==> config.mk <==
export PLATFORM = sky130hd
export DESIGN_NAME = fp32_square_seq_flat
export DESIGN_NICKNAME = d
export VERILOG_FILES = /design/src/rtl/fp32_sq_if.sv /design/src/rtl/fp32_square_seq.sv /design/src/flat_wrapper.sv
export SDC_FILE = /design/constraint.sdc
export NUM_CORES = 1
export LEC_CHECK = 0
export CORE_MARGIN = 8
export CORE_UTILIZATION = 55
export DETAILED_ROUTE_END_ITERATION = 8
export PLACE_DENSITY_LB_ADDON = 0.08
export SYNTH_ARGS = -nofsm -noshare
export SYNTH_HDL_FRONTEND = slang
export SYNTH_SLANG_ARGS = --single-unit
==> constraint.sdc <==
create_clock -name clk -period 5.7 [get_ports clk]
set_input_delay 0.855 -clock clk [delete_from_list [all_inputs] [get_ports clk]]
set_output_delay 0.855 -clock clk [all_outputs]
set_load 0.02 [all_outputs]
==> src/rtl/fp32_sq_if.sv <==
// fp32_sq_if: operand/result handshake bundle for fp32_square_seq.
interface fp32_sq_if;
  logic        in_valid;
  logic        in_ready;
  logic [31:0] a;
  logic        out_valid;
  logic        out_ready;
  logic [31:0] y;
  logic        busy;
  modport master (output in_valid, a, out_ready, input in_ready, out_valid, y, busy);
  modport slave  (input in_valid, a, out_ready, output in_ready, out_valid, y, busy);
endinterface

==> src/rtl/fp32_square_seq.sv <==
// fp32_square_seq: sequential fp32 squarer (shift-add mantissa product, RNE).
// Define FP32_SQ_SUBNORMAL_EN for gradual underflow; otherwise tiny results flush to zero.
module fp32_square_seq (
  input logic       clk,
  input logic       rst_n,
  fp32_sq_if.slave  bus
);
  localparam logic [1:0] IDLE = 2'd0, MUL = 2'd1, NORM = 2'd2, DONE = 2'd3;
  logic [1:0]         state_q, state_d;
  logic [23:0]        mant_q, mant_d;
  logic [7:0]         e_q, e_d;
  logic [4:0]         cnt_q, cnt_d;
  logic [47:0]        acc_q, acc_d;
  logic [31:0]        y_q, y_d;
  logic [7:0]         a_exp;
  logic [22:0]        a_frac;
  logic               hi, guard, sticky, rnd;
  logic [23:0]        sig;
  logic [24:0]        sum;
  logic [22:0]        frac;
  logic signed [9:0]  exp_s, exp_r;
  logic [31:0]        uf_y, norm_y;
  assign a_exp  = bus.a[30:23];
  assign a_frac = bus.a[22:0];
  always_comb begin
    hi     = acc_q[47];
    sig    = hi ? acc_q[47:24] : acc_q[46:23];
    guard  = hi ? acc_q[23] : acc_q[22];
    sticky = hi ? |acc_q[22:0] : |acc_q[21:0];
    rnd    = guard & (sticky | sig[0]);
    sum    = {1'b0, sig} + {24'd0, rnd};
    frac   = sum[24] ? sum[23:1] : sum[22:0];
    exp_s  = $signed({1'b0, e_q, 1'b0}) - 10'sd127 + $signed({9'd0, hi});
    exp_r  = exp_s + $signed({9'd0, sum[24]});
    norm_y = (exp_s <= 10'sd0) ? uf_y :
             (exp_r >= 10'sd255) ? 32'h7F80_0000 : {1'b0, exp_r[7:0], frac};
  end
`ifdef FP32_SQ_SUBNORMAL_EN
  logic [9:0]  sh_full;
  logic [4:0]  sh;
  logic [25:0] v, vs;
  logic        lost, s_rnd;
  logic [23:0] s_sum;
  // Shifts past 26 only leave sticky, so clamp there; a carry into bit 23 lands on the min normal.
  always_comb begin
    sh_full = 10'd1 - exp_s;
    sh      = (sh_full > 10'd26) ? 5'd26 : sh_full[4:0];
    v       = {sig, guard, 1'b0};
    vs      = v >> sh;
    lost    = (|(v & ~(26'h3FF_FFFF << sh))) | sticky | vs[0];
    s_rnd   = vs[1] & (lost | vs[2]);
    s_sum   = vs[25:2] + {23'd0, s_rnd};
    uf_y    = {8'd0, s_sum};
  end
`else
  assign uf_y = 32'd0;
`endif
  always_comb begin
    state_d = state_q;
    mant_d  = mant_q;
    e_d     = e_q;
    cnt_d   = cnt_q;
    acc_d   = acc_q;
    y_d     = y_q;
    case (state_q)
      IDLE: if (bus.in_valid) begin
        mant_d = {|a_exp, a_frac};
        e_d    = (a_exp == 8'd0) ? 8'd1 : a_exp;
        cnt_d  = 5'd0;
        acc_d  = 48'd0;
        if (a_exp == 8'hFF) begin
          y_d     = (a_frac != 23'd0) ? 32'h7FC0_0000 : 32'h7F80_0000;
          state_d = DONE;
        end else if (a_exp == 8'd0 && a_frac == 23'd0) begin
          y_d     = 32'd0;
          state_d = DONE;
        end else state_d = MUL;
      end
      MUL: begin
        acc_d   = acc_q + (mant_q[cnt_q] ? ({24'd0, mant_q} << cnt_q) : 48'd0);
        cnt_d   = cnt_q + 5'd1;
        state_d = (cnt_q == 5'd23) ? NORM : MUL;
      end
      NORM: begin
        y_d     = norm_y;
        state_d = DONE;
      end
      default: state_d = bus.out_ready ? IDLE : DONE;
    endcase
  end
  always_ff @(posedge clk or negedge rst_n)
    if (!rst_n) begin
      state_q <= IDLE;
      mant_q  <= 24'd0;
      e_q     <= 8'd0;
      cnt_q   <= 5'd0;
      acc_q   <= 48'd0;
      y_q     <= 32'd0;
    end else begin
      state_q <= state_d;
      mant_q  <= mant_d;
      e_q     <= e_d;
      cnt_q   <= cnt_d;
      acc_q   <= acc_d;
      y_q     <= y_d;
    end
  assign bus.in_ready  = state_q == IDLE;
  assign bus.busy      = state_q != IDLE;
  assign bus.out_valid = state_q == DONE;
  assign bus.y         = y_q;
endmodule

==> src/flat_wrapper.sv <==
// flat-port wrapper written by rule: the top's interface ports become plain ports
module fp32_square_seq_flat 
  (clk, rst_n, bus_in_valid, bus_a, bus_out_ready, bus_in_ready, bus_out_valid, bus_y, bus_busy);
  fp32_sq_if bus_i ();
  input logic clk;
  input logic rst_n;
  input wire logic [$bits(bus_i.in_valid)-1:0] bus_in_valid;
  input wire logic [$bits(bus_i.a)-1:0] bus_a;
  input wire logic [$bits(bus_i.out_ready)-1:0] bus_out_ready;
  output wire logic [$bits(bus_i.in_ready)-1:0] bus_in_ready;
  output wire logic [$bits(bus_i.out_valid)-1:0] bus_out_valid;
  output wire logic [$bits(bus_i.y)-1:0] bus_y;
  output wire logic [$bits(bus_i.busy)-1:0] bus_busy;
  assign bus_i.in_valid = bus_in_valid;
  assign bus_i.a = bus_a;
  assign bus_i.out_ready = bus_out_ready;
  assign bus_in_ready = bus_i.in_ready;
  assign bus_out_valid = bus_i.out_valid;
  assign bus_y = bus_i.y;
  assign bus_busy = bus_i.busy;
  fp32_square_seq u_core (.clk(clk), .rst_n(rst_n), .bus(bus_i));
endmodule
==> metrics.cfg, run 1 <==
[power]
cellPowerDensity_nw_per_um2 = 725
p_leak_nw = 5.00
max-vdd-ir-drop_mv = 0.368

[layout]
fin_util = 0.627
nets = 1346
synthToLayoutAreaGrowth_pct = 12.3
drive_gt1_frac = 0.106
antenna_cells = 0
final_area_um2 = 11700

[routing]
drc = 0
via_per_inst = 6.10
wl_per_cell_um = 18.0
via_count = 9181
drtPass1Iterations = 5
drt_iter0_drc = 485
ant_nets = 0
drt_wl_total_mm = 27.0

[yosys]
synth.area.top_cells = dfrtp_1 (28%), ha_1 (6.3%), nand2_1 (5.3%), mux2i_1 (5.3%), o21ai_0 (4.6%)
synthFlopType = dfrtp_1
synth.top_cell.area_share = 0.284
synth_cell_types = 88
synth-seq-cells = 118
yosys_warnings = 0
seq_area_frac_synth = 0.284
synth-edff-count = 0
async_flop_share = 1.00
netlist_instances = 1237
yosys.area.top_type = dfrtp_1
mappedNetlistNets = 1326
syn-cell-area_um2 = 10400
syn_avg_cell_area_um2 = 8.41

[floorplanning]
die_w_um = 154
core_um2 = 18600
die_area_um2 = 23600
rows = 50
die-height_um = 154
pin_count = 71
start_util = 0.558

[timing]
min_period_ns = 5.11
finalCritPeriodShare = 0.896
relSlewSlack = 0.312
max_freq_mhz = 196
drv_slew = 0
finalClockSkew_ns = 0.0115
worstMarginPinSlew_ns = 1.03
setup-tns-final_ns = 0
setup_viol = 0
rsz0062_at_grt = no
hold_viol = 0

[global_route]
grt_pass1_vias = 8854
grt_pass1_wl_mm = 44.2
grt_usage = 0.228
grt_remaining_overflow = 0
grt_max_degree = 81
antenna_found_initial = 0

[clock_network]
cts_setup_buffers = 0
cts_sinks = 118
cts_buffer_depth = 2
clk_latency_ns = 0.42
clock-root-buffer = clkbuf_16
clk_pin_slew_ns = 0.06
cts_hold_buf = 0
numCtsBuffers = 17
cts_tree = done
htreeDepth = 4
ctsResizeCount = 0

[min_path]
hold_path.class = reg2reg

[setup_path]
arrival_ns = 5.45
path_cells = mux4_2 -> mux4_2 -> nand2b_1 -> and2_1 -> nor2_1 -> ha_1 -> a21oi_1 -> o21ai_1 -> a221o_1 -> a21o_1 -> o31a_2 -> a31o_4 -> a31oi_4 -> o21ai_2 -> a41oi_2 -> mux2i_1
r2r_slack_ns = 0.59
slowest_stage = dfrtp_2
critPathKind = reg2reg
cp.required_ns = 6.04
critPathMaxStageDelay_ns = 0.65
crit_top_cell = mux4_2
end_kind = register
setup.worst_path.start_class = register
worst-path-max-fanout = 20

[place]
port_buffers = 68
dpl.hpwl_mm = 20.1
place_area_um2 = 11100
gp_congestion = 0.919

[job]
max-cap-violations = 0

[status]
status = complete, no violations

==> state kept, by name, indices dropped and copies added, names as in the netlist <==
register,cells
u_core.e_q,8
u_core.state_q,2
u_core.acc_q,48
u_core.cnt_q,5
u_core.mant_q,24
u_core.bus.y,31
==> per-layer routing <==
| metal | GRT usage | part of all wire | up-vias |
|---|---|---|---|
| met5 | 0 | 0 | - |
| met3 | 0.0387 | 0.041 | 50 |
| met4 | 0.0817 | 0.024 | 0 |
| met1 | 0.285 | 0.45 | 4345 |
| li1 | - | - | 4565 |
| met2 | 0.388 | 0.49 | 221 |
==> cells by family (layout without fill, tap and decap cells) <==
kind of cell             count (synthesis)  after routing  synth area share
AND/OR/NAND/NOR                        441            441             0.202
AO/OA/AOI/OAI                          334            334             0.210
flip-flops                             118            118             0.284
multiplexers                           109            109             0.123
buffers and inverters                  101            134            0.0481
XOR/XNOR                                80             80            0.0674
adder cells (fa/ha/maj)                 53             53            0.0645
other                                    1              1          0.000360
==> critical path: cells and delay by family (launching register included) <==
| family | cells | cell delay (ns) |
|---|---|---|
| adder cells (fa/ha/maj) | 1 | 0.39 |
| AO/OA/AOI/OAI | 9 | 2.05 |
| multiplexers | 3 | 1.28 |
| AND/OR/NAND/NOR | 3 | 0.65 |
| flip-flops | 1 | 0.65 |
==> worst paths after layout <==
check	cells past startpoint	start	to
worst min register to register	2	u_core.bus.y[4]	u_core.bus.y[4]
min in group asynchronous	1	rst_n	u_core.bus.y[26]
worst max register to register	16	u_core.cnt_q[0]	u_core.acc_q[47]
max in group asynchronous	2	rst_n	u_core.cnt_q[0]
worst min-delay path	2	u_core.bus.y[4]	u_core.bus.y[4]
worst max-delay path	16	u_core.cnt_q[0]	u_core.acc_q[47]
==> synthesized netlist by cell type, types with 11 or more instances <==
master	n
nand2b_1	13
nor4_1	14
nand3_1	49
dfrtp_1	118
ha_1	52
inv_1	17
nand4_1	16
mux2i_1	55
clkbuf_1	45
nor3_1	20
mux2_2	42
a21oi_1	81
nor2b_1	16
nor2_1	110
nand2_1	147
and3_1	13
a21o_1	32
o21ai_0	96
a22o_1	14
xor2_1	37
mux4_2	11
buf_1	11
xnor2_1	43
a211oi_1	13
==> stage by stage <==
step / power, mW / setup WS, ns / hold slack (ns) / instances
finish: 8.47 / 0.595 / 0.469 / 1504
global placement: 7.19 / 0.669 / 0.452 / 1472
detailed placement: 7.29 / 0.660 / 0.461 / 1472
CTS: 8.44 / 0.621 / 0.474 / 1504
floorplan: 5.99 / 0.0401 / 0.478 / 1237
global route: 9.15 / 0.315 / 0.488 / 1504
==> layout by cell type, fill, tap and decap left out, drive strengths merged, types with 8 or more instances in the layout <==
master         netlist  layout
and2                11      11
o211ai               8       8
buf                 32      17
nor2               110     110
nand2b              13      13
a21o                33      33
and3                17      17
nor4                15      15
nor3                20      20
mux2i               55      55
xnor2               43      43
ha                  52      52
a211oi              13      13
clkbuf              51      20
nand4               16      16
a21oi               81      81
nand2              147     147
inv                 17      18
clkdlybuf4s50        0      67
xor2                37      37
o21a                 8       8
o21ai               99      99
mux2                43      43
nor2b               16      16
nand3               49      49
mux4                11      11
a22o                14      14
dfrtp              118     118
==> where the power goes <==
group          leakage [nW]  switching, mW  internal (mW)
clock                 0.296          0.403          0.709
sequential             1.46          0.531           1.27
combinational          3.24           3.26           2.30
total                  5.00           4.19           4.28
==> area by class of cell <==
class                      count  area (um2)
inverter                      18        67.6
timing repair buffer          84         798
multi-input combinational   1018        6960
fill                        1678        6960
clock inverter                12         151
clock buffer                  20         457
sequential                   118        2960
tap                          234         293
Note: power is estimated with default switching activity, not from simulation.
==> run 2: changes to the inputs <==
--- a/config.mk
+++ b/config.mk
@@ -6,7 +6,7 @@
 export NUM_CORES = 1
 export LEC_CHECK = 0
 export CORE_MARGIN = 8
-export CORE_UTILIZATION = 55
+export CORE_UTILIZATION = 57
 export DETAILED_ROUTE_END_ITERATION = 8
 export PLACE_DENSITY_LB_ADDON = 0.08
 export SYNTH_ARGS = -nofsm -noshare
==> constraint.sdc (replaced) <==
create_clock -name clk -period 4.7 [get_ports clk]
set_input_delay 0.705 -clock clk [delete_from_list [all_inputs] [get_ports clk]]
set_output_delay 0.705 -clock clk [all_outputs]
set_load 0.02 [all_outputs]
==> run 2 against run 1 <==
Against the previous run: first-iteration DRC count rose by 41%; final cell count rose by 2.4%; sequential share of layout area fell by 1.1 points; non-clock buffer count rose by 41; design area rose by 4.5%; global-route usage rose by 2.5 points; critical path depth rose by 1; clock-buffer cell count did not move; worst setup slack got worse by 0.46 ns; highest routed layer unchanged.
==> metrics.cfg, run 2 (synthesis results as in run 1) <==
[setup_path]
setup.worst_path.start_class = register
end_kind = register
arrival_ns = 4.91  ; -0.54 ns
worst-path-max-fanout = 7  ; -65%
cp.required_ns = 5.05  ; -0.99 ns
critPathKind = reg2reg

[floorplanning]
pin_count = 71  ; unchanged
die_area_um2 = 22800  ; -3.1%
core_um2 = 18000  ; -3.6%
start_util = 0.579  ; +0.0211
die_w_um = 151  ; -1.6%
die-height_um = 151  ; -1.6%
rows = 49  ; -2.0%

[global_route]
grt_remaining_overflow = 0  ; unchanged
grt_pass1_vias = 9166  ; +3.5%
grt_max_degree = 59  ; -27%
grt_pass1_wl_mm = 46.1  ; +4.2%
grt_usage = 0.252  ; +0.0245
antenna_found_initial = 0  ; unchanged

[layout]
fin_cells = 1540  ; +2.4%
nets = 1387  ; +3.0%
final_cell_mix = nand2_1 (145), dfrtp_1 (114), nor2_1 (107), o21ai_0 (93), a21oi_1 (74)
regMostFlops = u_core.acc_q
final_common_cell = nand2_1
synthToLayoutAreaGrowth_pct = 17.4
drive_gt1_frac = 0.153  ; +0.0478
largest_reg_flops = 48  ; unchanged
antenna_cells = 0  ; unchanged

[timing]
worst_slack_ns = 0.134  ; -0.460 ns
finalCritPeriodShare = 0.971  ; +0.0757
finalClockSkew_ns = 0.00833  ; -0.00316 ns
max_freq_mhz = 219  ; +12%
relSlewSlack = 0.193  ; -0.119
hold_viol = 0  ; unchanged
drv_slew = 0  ; unchanged
setup_viol = 0  ; unchanged
min_period_ns = 4.57  ; -0.540 ns
worstMarginPinSlew_ns = 1.21  ; +0.174 ns
timing.hold.ws_ns = 0.283  ; -0.185 ns

[place]
port_buffers = 68  ; unchanged
gp_congestion = 0.955  ; +3.9%
dp_cells = 1498  ; +1.8%
pre_cts_slack_ns = -0.000941  ; -0.661 ns
dpl.hpwl_mm = 20.7  ; +3.2%

[clock_network]
cts_buffer_depth = 2  ; unchanged
htreeDepth = 4  ; unchanged
clk_pin_slew_ns = 0.06  ; about the same
clock-root-buffer = clkbuf_16
numCtsBuffers = 17  ; unchanged
clk_latency_ns = 0.43  ; about the same
cts_sinks = 118  ; unchanged
cts_tree = done

[routing]
via_per_inst = 6.19  ; +1.4%
wl_per_cell_um = 18.4  ; +2.6%
ant_nets = 0  ; unchanged
via_count = 9536  ; +3.9%
drt_iter0_drc = 685  ; +41%
drtPass1Iterations = 5  ; unchanged
drt_wl_total_mm = 28.4  ; +5.1%
drc = 0  ; unchanged

[job]
max-cap-violations = 0  ; unchanged

[status]
status = complete, no violations

[min_path]
hold_path.class = in2async

run 2: changes by cell type in the layout (fill, tap and decap cells not counted), moves of 3 or more:
| cell | delta |
|---|---|
| a21boi_0 | -3 |
| a21boi_1 | +3 |
| a21oi_1 | -6 |
| a21oi_2 | +6 |
| buf_12 | +4 |
| buf_4 | +36 |
| ha_1 | -3 |
| ha_4 | +3 |
| o21ai_0 | -3 |
| o21ai_1 | +3 |
run 2: cell type report:
type,count,area (um2)
multi-input combinational,1018,7120
fill,1540,5750
sequential,118,2960
timing repair buffer,125,1160
clock buffer,20,447
tap,229,287
clock inverter,12,175
inverter,18,67.6
run 2: worst max-delay path, cell delays in order (launching register included):
cell      delay [ns]
dfrtp_2         0.44
buf_12          0.12
mux4_2          0.51
mux4_2          0.52
nand2b_4        0.10
buf_4           0.14
nor2_1          0.06
ha_1            0.22
a21o_1          0.20
a31o_1          0.21
a221o_1         0.34
o2111a_1        0.28
o31a_2          0.34
a31o_4          0.27
a31oi_4         0.22
o21ai_2         0.10
a41oi_2         0.21
mux2i_1         0.19
run 2: what timing repair did:
action,CTS,global route
setup endpoints to repair,2,34
gates resized for setup,1,30
buffers inserted,0,10
pin swaps,0,8
hold buffers,0,0
run 2: per-layer routing:
metal	wire length, um	GRT usage	share of wire
met1	12600	0.318	0.44
met2	13900	0.430	0.49
met3	1290	0.0388	0.045
met4	616	0.0901	0.022
met5	0	0	0
run 2: final timing paths:
| path | from | endpoint | slack (ns) | cells after the start |
|---|---|---|---|---|
| setup reg to reg | u_core.cnt_q[0] | u_core.acc_q[47] | 0.13 | 17 |
| min in group clk | u_core.bus.y[4] | u_core.bus.y[4] | 0.47 | 2 |
| setup / recovery | u_core.cnt_q[0] | u_core.acc_q[47] | 0.13 | 17 |
| max in group asynchronous | rst_n | u_core.cnt_q[0] | 3.41 | 2 |
| hold / removal | rst_n | u_core.bus.y[26] | 0.28 | 1 |
| hold reg to reg | u_core.bus.y[4] | u_core.bus.y[4] | 0.47 | 2 |
run 2: stage by stage:
stage | util | TNS (ns) | area [um2]
5_1_grt | 0.680 | -0.0222 | 12200
3_5_place_dp | 0.634 | -0.000941 | 11400
2_1_floorplan | - | -0.287 | 10500
3_3_place_gp | 0.634 | 0 | 11400
6_report | 0.680 | 0 | 12200
4_1_cts | 0.669 | 0 | 12000
Power of run 2 is left out: the tool's default activity adds up to more than one toggle a clock period on the data nets, which glitch-free logic cannot reach.
==> run 3: changes to the inputs <==
--- a/config.mk
+++ b/config.mk
@@ -5,7 +5,7 @@
 export SDC_FILE = /design/constraint.sdc
 export NUM_CORES = 1
 export LEC_CHECK = 0
-export CORE_MARGIN = 8
+export CORE_MARGIN = 1
 export CORE_UTILIZATION = 57
 export DETAILED_ROUTE_END_ITERATION = 8
 export PLACE_DENSITY_LB_ADDON = 0.08
==> run 3 against run 2 <==
Against the previous run: worst setup slack better by 0.015 ns; final cell count hardly changed; core utilization is 0.12 points lower; highest routed layer unchanged; sequential share of layout area increased by 0.11 points.
==> metrics.cfg, run 3 (synthesis results as in run 1) <==
[routing]
ant_nets = 0  ; unchanged
drt_wl_total_mm = 27.3  ; -3.9%
wl_per_cell_um = 17.7  ; -3.9%
via_count = 9443  ; -0.98%
drt_iter0_drc = 601  ; -12%
via_per_inst = 6.13  ; -1.0%
drc = 0  ; unchanged
drtPass1Iterations = 5  ; unchanged

[timing]
drv_slew = 0  ; unchanged
min_period_ns = 4.55  ; -0.0152 ns
setup_viol = 0  ; unchanged
setup-tns-final_ns = 0  ; unchanged
max_freq_mhz = 220  ; +0.34%
hold_viol = 0  ; unchanged
worstMarginPinSlew_ns = 1.20  ; -0.00512 ns
worst_slack_ns = 0.150  ; +0.0152 ns
finalCritPeriodShare = 0.968  ; -0.00324
relSlewSlack = 0.197  ; +0.00343
finalClockSkew_ns = 0.00899  ; +0.000655 ns

[power]
max-vdd-ir-drop_mv = 0.458
p_int_mw = 5.63
power.share.sequential = 0.199
p_leak_nw = 5.22
switchingPower_mw = 5.28
swShare = 0.484
clock_power_share = 0.123
comb_power_share = 0.677
cellPowerDensity_nw_per_um2 = 898

[place]
gp_congestion = 0.951  ; -0.43%
pre_cts_slack_ns = 0.0582  ; +0.0591 ns
port_buffers = 68  ; unchanged
dpl.hpwl_mm = 20.0  ; -3.3%

[floorplanning]
die_area_um2 = 18800  ; -18%
pin_count = 71  ; unchanged
rows = 49  ; unchanged
die_w_um = 137  ; -9.3%
core_um2 = 17900  ; -0.34%
start_util = 0.581  ; +0.00198
die-height_um = 137  ; -9.3%

[status]
status = complete, no violations

[layout]
antenna_cells = 0  ; unchanged
largest_reg_flops = 48  ; unchanged
final_common_cell = nand2_1
drive_gt1_frac = 0.149  ; -0.00469
nets = 1388  ; +0.072%
synthToLayoutAreaGrowth_pct = 16.8
regMostFlops = u_core.acc_q
final_cell_mix = nand2_1 (145), dfrtp_1 (115), nor2_1 (109), o21ai_0 (95), a21oi_1 (78)

[clock_network]
htreeDepth = 4  ; unchanged
numCtsBuffers = 17  ; unchanged
clk_latency_ns = 0.43  ; about the same
cts_tree = done
cts_hold_buf = 0  ; unchanged
cts_sinks = 118  ; unchanged
cts_buffer_depth = 2  ; unchanged
clk_pin_slew_ns = 0.06  ; about the same
clock-root-buffer = clkbuf_16

[setup_path]
slowest_stage = mux4_2
end_kind = register
setup.worst_path.start_class = register
critPathMaxStageDelay_ns = 0.54  ; +0.02 ns
path_cells = clkbuf_2 -> buf_4 -> mux4_2 -> mux2i_1 -> nor2_1 -> a21oi_2 -> nor2_1 -> ha_1 -> a21o_1 -> a31o_1 -> a221o_1 -> o2111a_1 -> o31a_2 -> a31o_4 -> a31oi_4 -> o21ai_2 -> a41oi_2 -> mux2i_1
arrival_ns = 4.90  ; about the same
cp.required_ns = 5.05  ; about the same
critPathKind = reg2reg
worst-path-max-fanout = 8  ; +1

[global_route]
grt_pass1_vias = 8860  ; -3.3%
grt_remaining_overflow = 0  ; unchanged
grt_max_degree = 59  ; unchanged
grt_usage = 0.305  ; +0.0528
grt_pass1_wl_mm = 44.9  ; -2.6%
antenna_found_initial = 0  ; unchanged

[min_path]
hold_path.class = in2async

[job]
max-cap-violations = 0  ; unchanged

==> run 3: cell count changes in the layout (fill, tap and decap cells not counted), sizes merged <==
cell / previous run / this run
bufinv: 4 / 3
clkbuf: 20 / 18
clkinv: 5 / 6
clkinvlp: 3 / 5
inv: 18 / 19
==> run 3: stage by stage <==
stage / area (um2) / total power, mW / hold slack [ns] / utilization / std cells
after floorplan: 10500 / 7.33 / 0.409 / - / 1237
after global placement: 11400 / 9.20 / 0.451 / 0.639 / 1503
after detailed placement: 11400 / 9.30 / 0.456 / 0.639 / 1503
after CTS: 12000 / 10.7 / 0.320 / 0.672 / 1535
after global routing: 12100 / 11.8 / 0.352 / 0.679 / 1541
final: 12100 / 10.9 / 0.297 / 0.679 / 1541
==> run 3: what timing repair did <==
item                       CTS  global route
setup buffers                0             6
setup endpoints to repair    0            15
resized for setup            0            14
==> run 3: critical path: cells and delay by family (launching register included) <==
family,cells,cell delay [ns]
simple gates,2,0.16
fa+ha+maj,1,0.28
mux,3,0.92
buf+inv,2,0.34
flops,1,0.39
compound gates,10,2.37
==> run 3: final timing paths <==
kind | start | to | slack [ns] | depth (start not counted)
max reg2reg | u_core.cnt_q[0] | u_core.acc_q[47] | 0.15 | 18
min | rst_n | u_core.e_q[4] | 0.30 | 1
min reg2reg | u_core.bus.y[4] | u_core.bus.y[4] | 0.46 | 2
max in group asynchronous | rst_n | u_core.acc_q[21] | 3.44 | 2
min in group clk | u_core.bus.y[4] | u_core.bus.y[4] | 0.46 | 2
max | u_core.cnt_q[0] | u_core.acc_q[47] | 0.15 | 18
==> run 3: layout make-up <==
cell class / count / area [um2]
tap: 229 / 287
timing repair buffer: 126 / 1160
inverter: 18 / 67.6
fill: 1542 / 5760
multi-input combinational: 1018 / 7070
clock inverter: 15 / 178
clock buffer: 17 / 425
sequential: 118 / 2960
==> run 3: routing by layer <==
metal / routed length [um] / part of all wire / global-route usage / vias up
li1: - / - / - / 4674
met1: 12100 / 0.44 / 0.393 / 4412
met2: 13100 / 0.48 / 0.512 / 292
met3: 1210 / 0.044 / 0.0404 / 65
met4: 805 / 0.030 / 0.126 / 0
met5: 0 / 0 / 0 / -
==> run 3: power groups by stage <==
| stage | clock network (mW) | registers (mW) | logic [mW] |
|---|---|---|---|
| after floorplan | 0 | 2.01 | 5.32 |
| after global placement | 0 | 2.16 | 7.04 |
| after detailed placement | 0 | 2.18 | 7.12 |
| after CTS | 1.36 | 2.17 | 7.17 |
| after global routing | 1.41 | 2.25 | 8.12 |
| final | 1.35 | 2.17 | 7.39 |
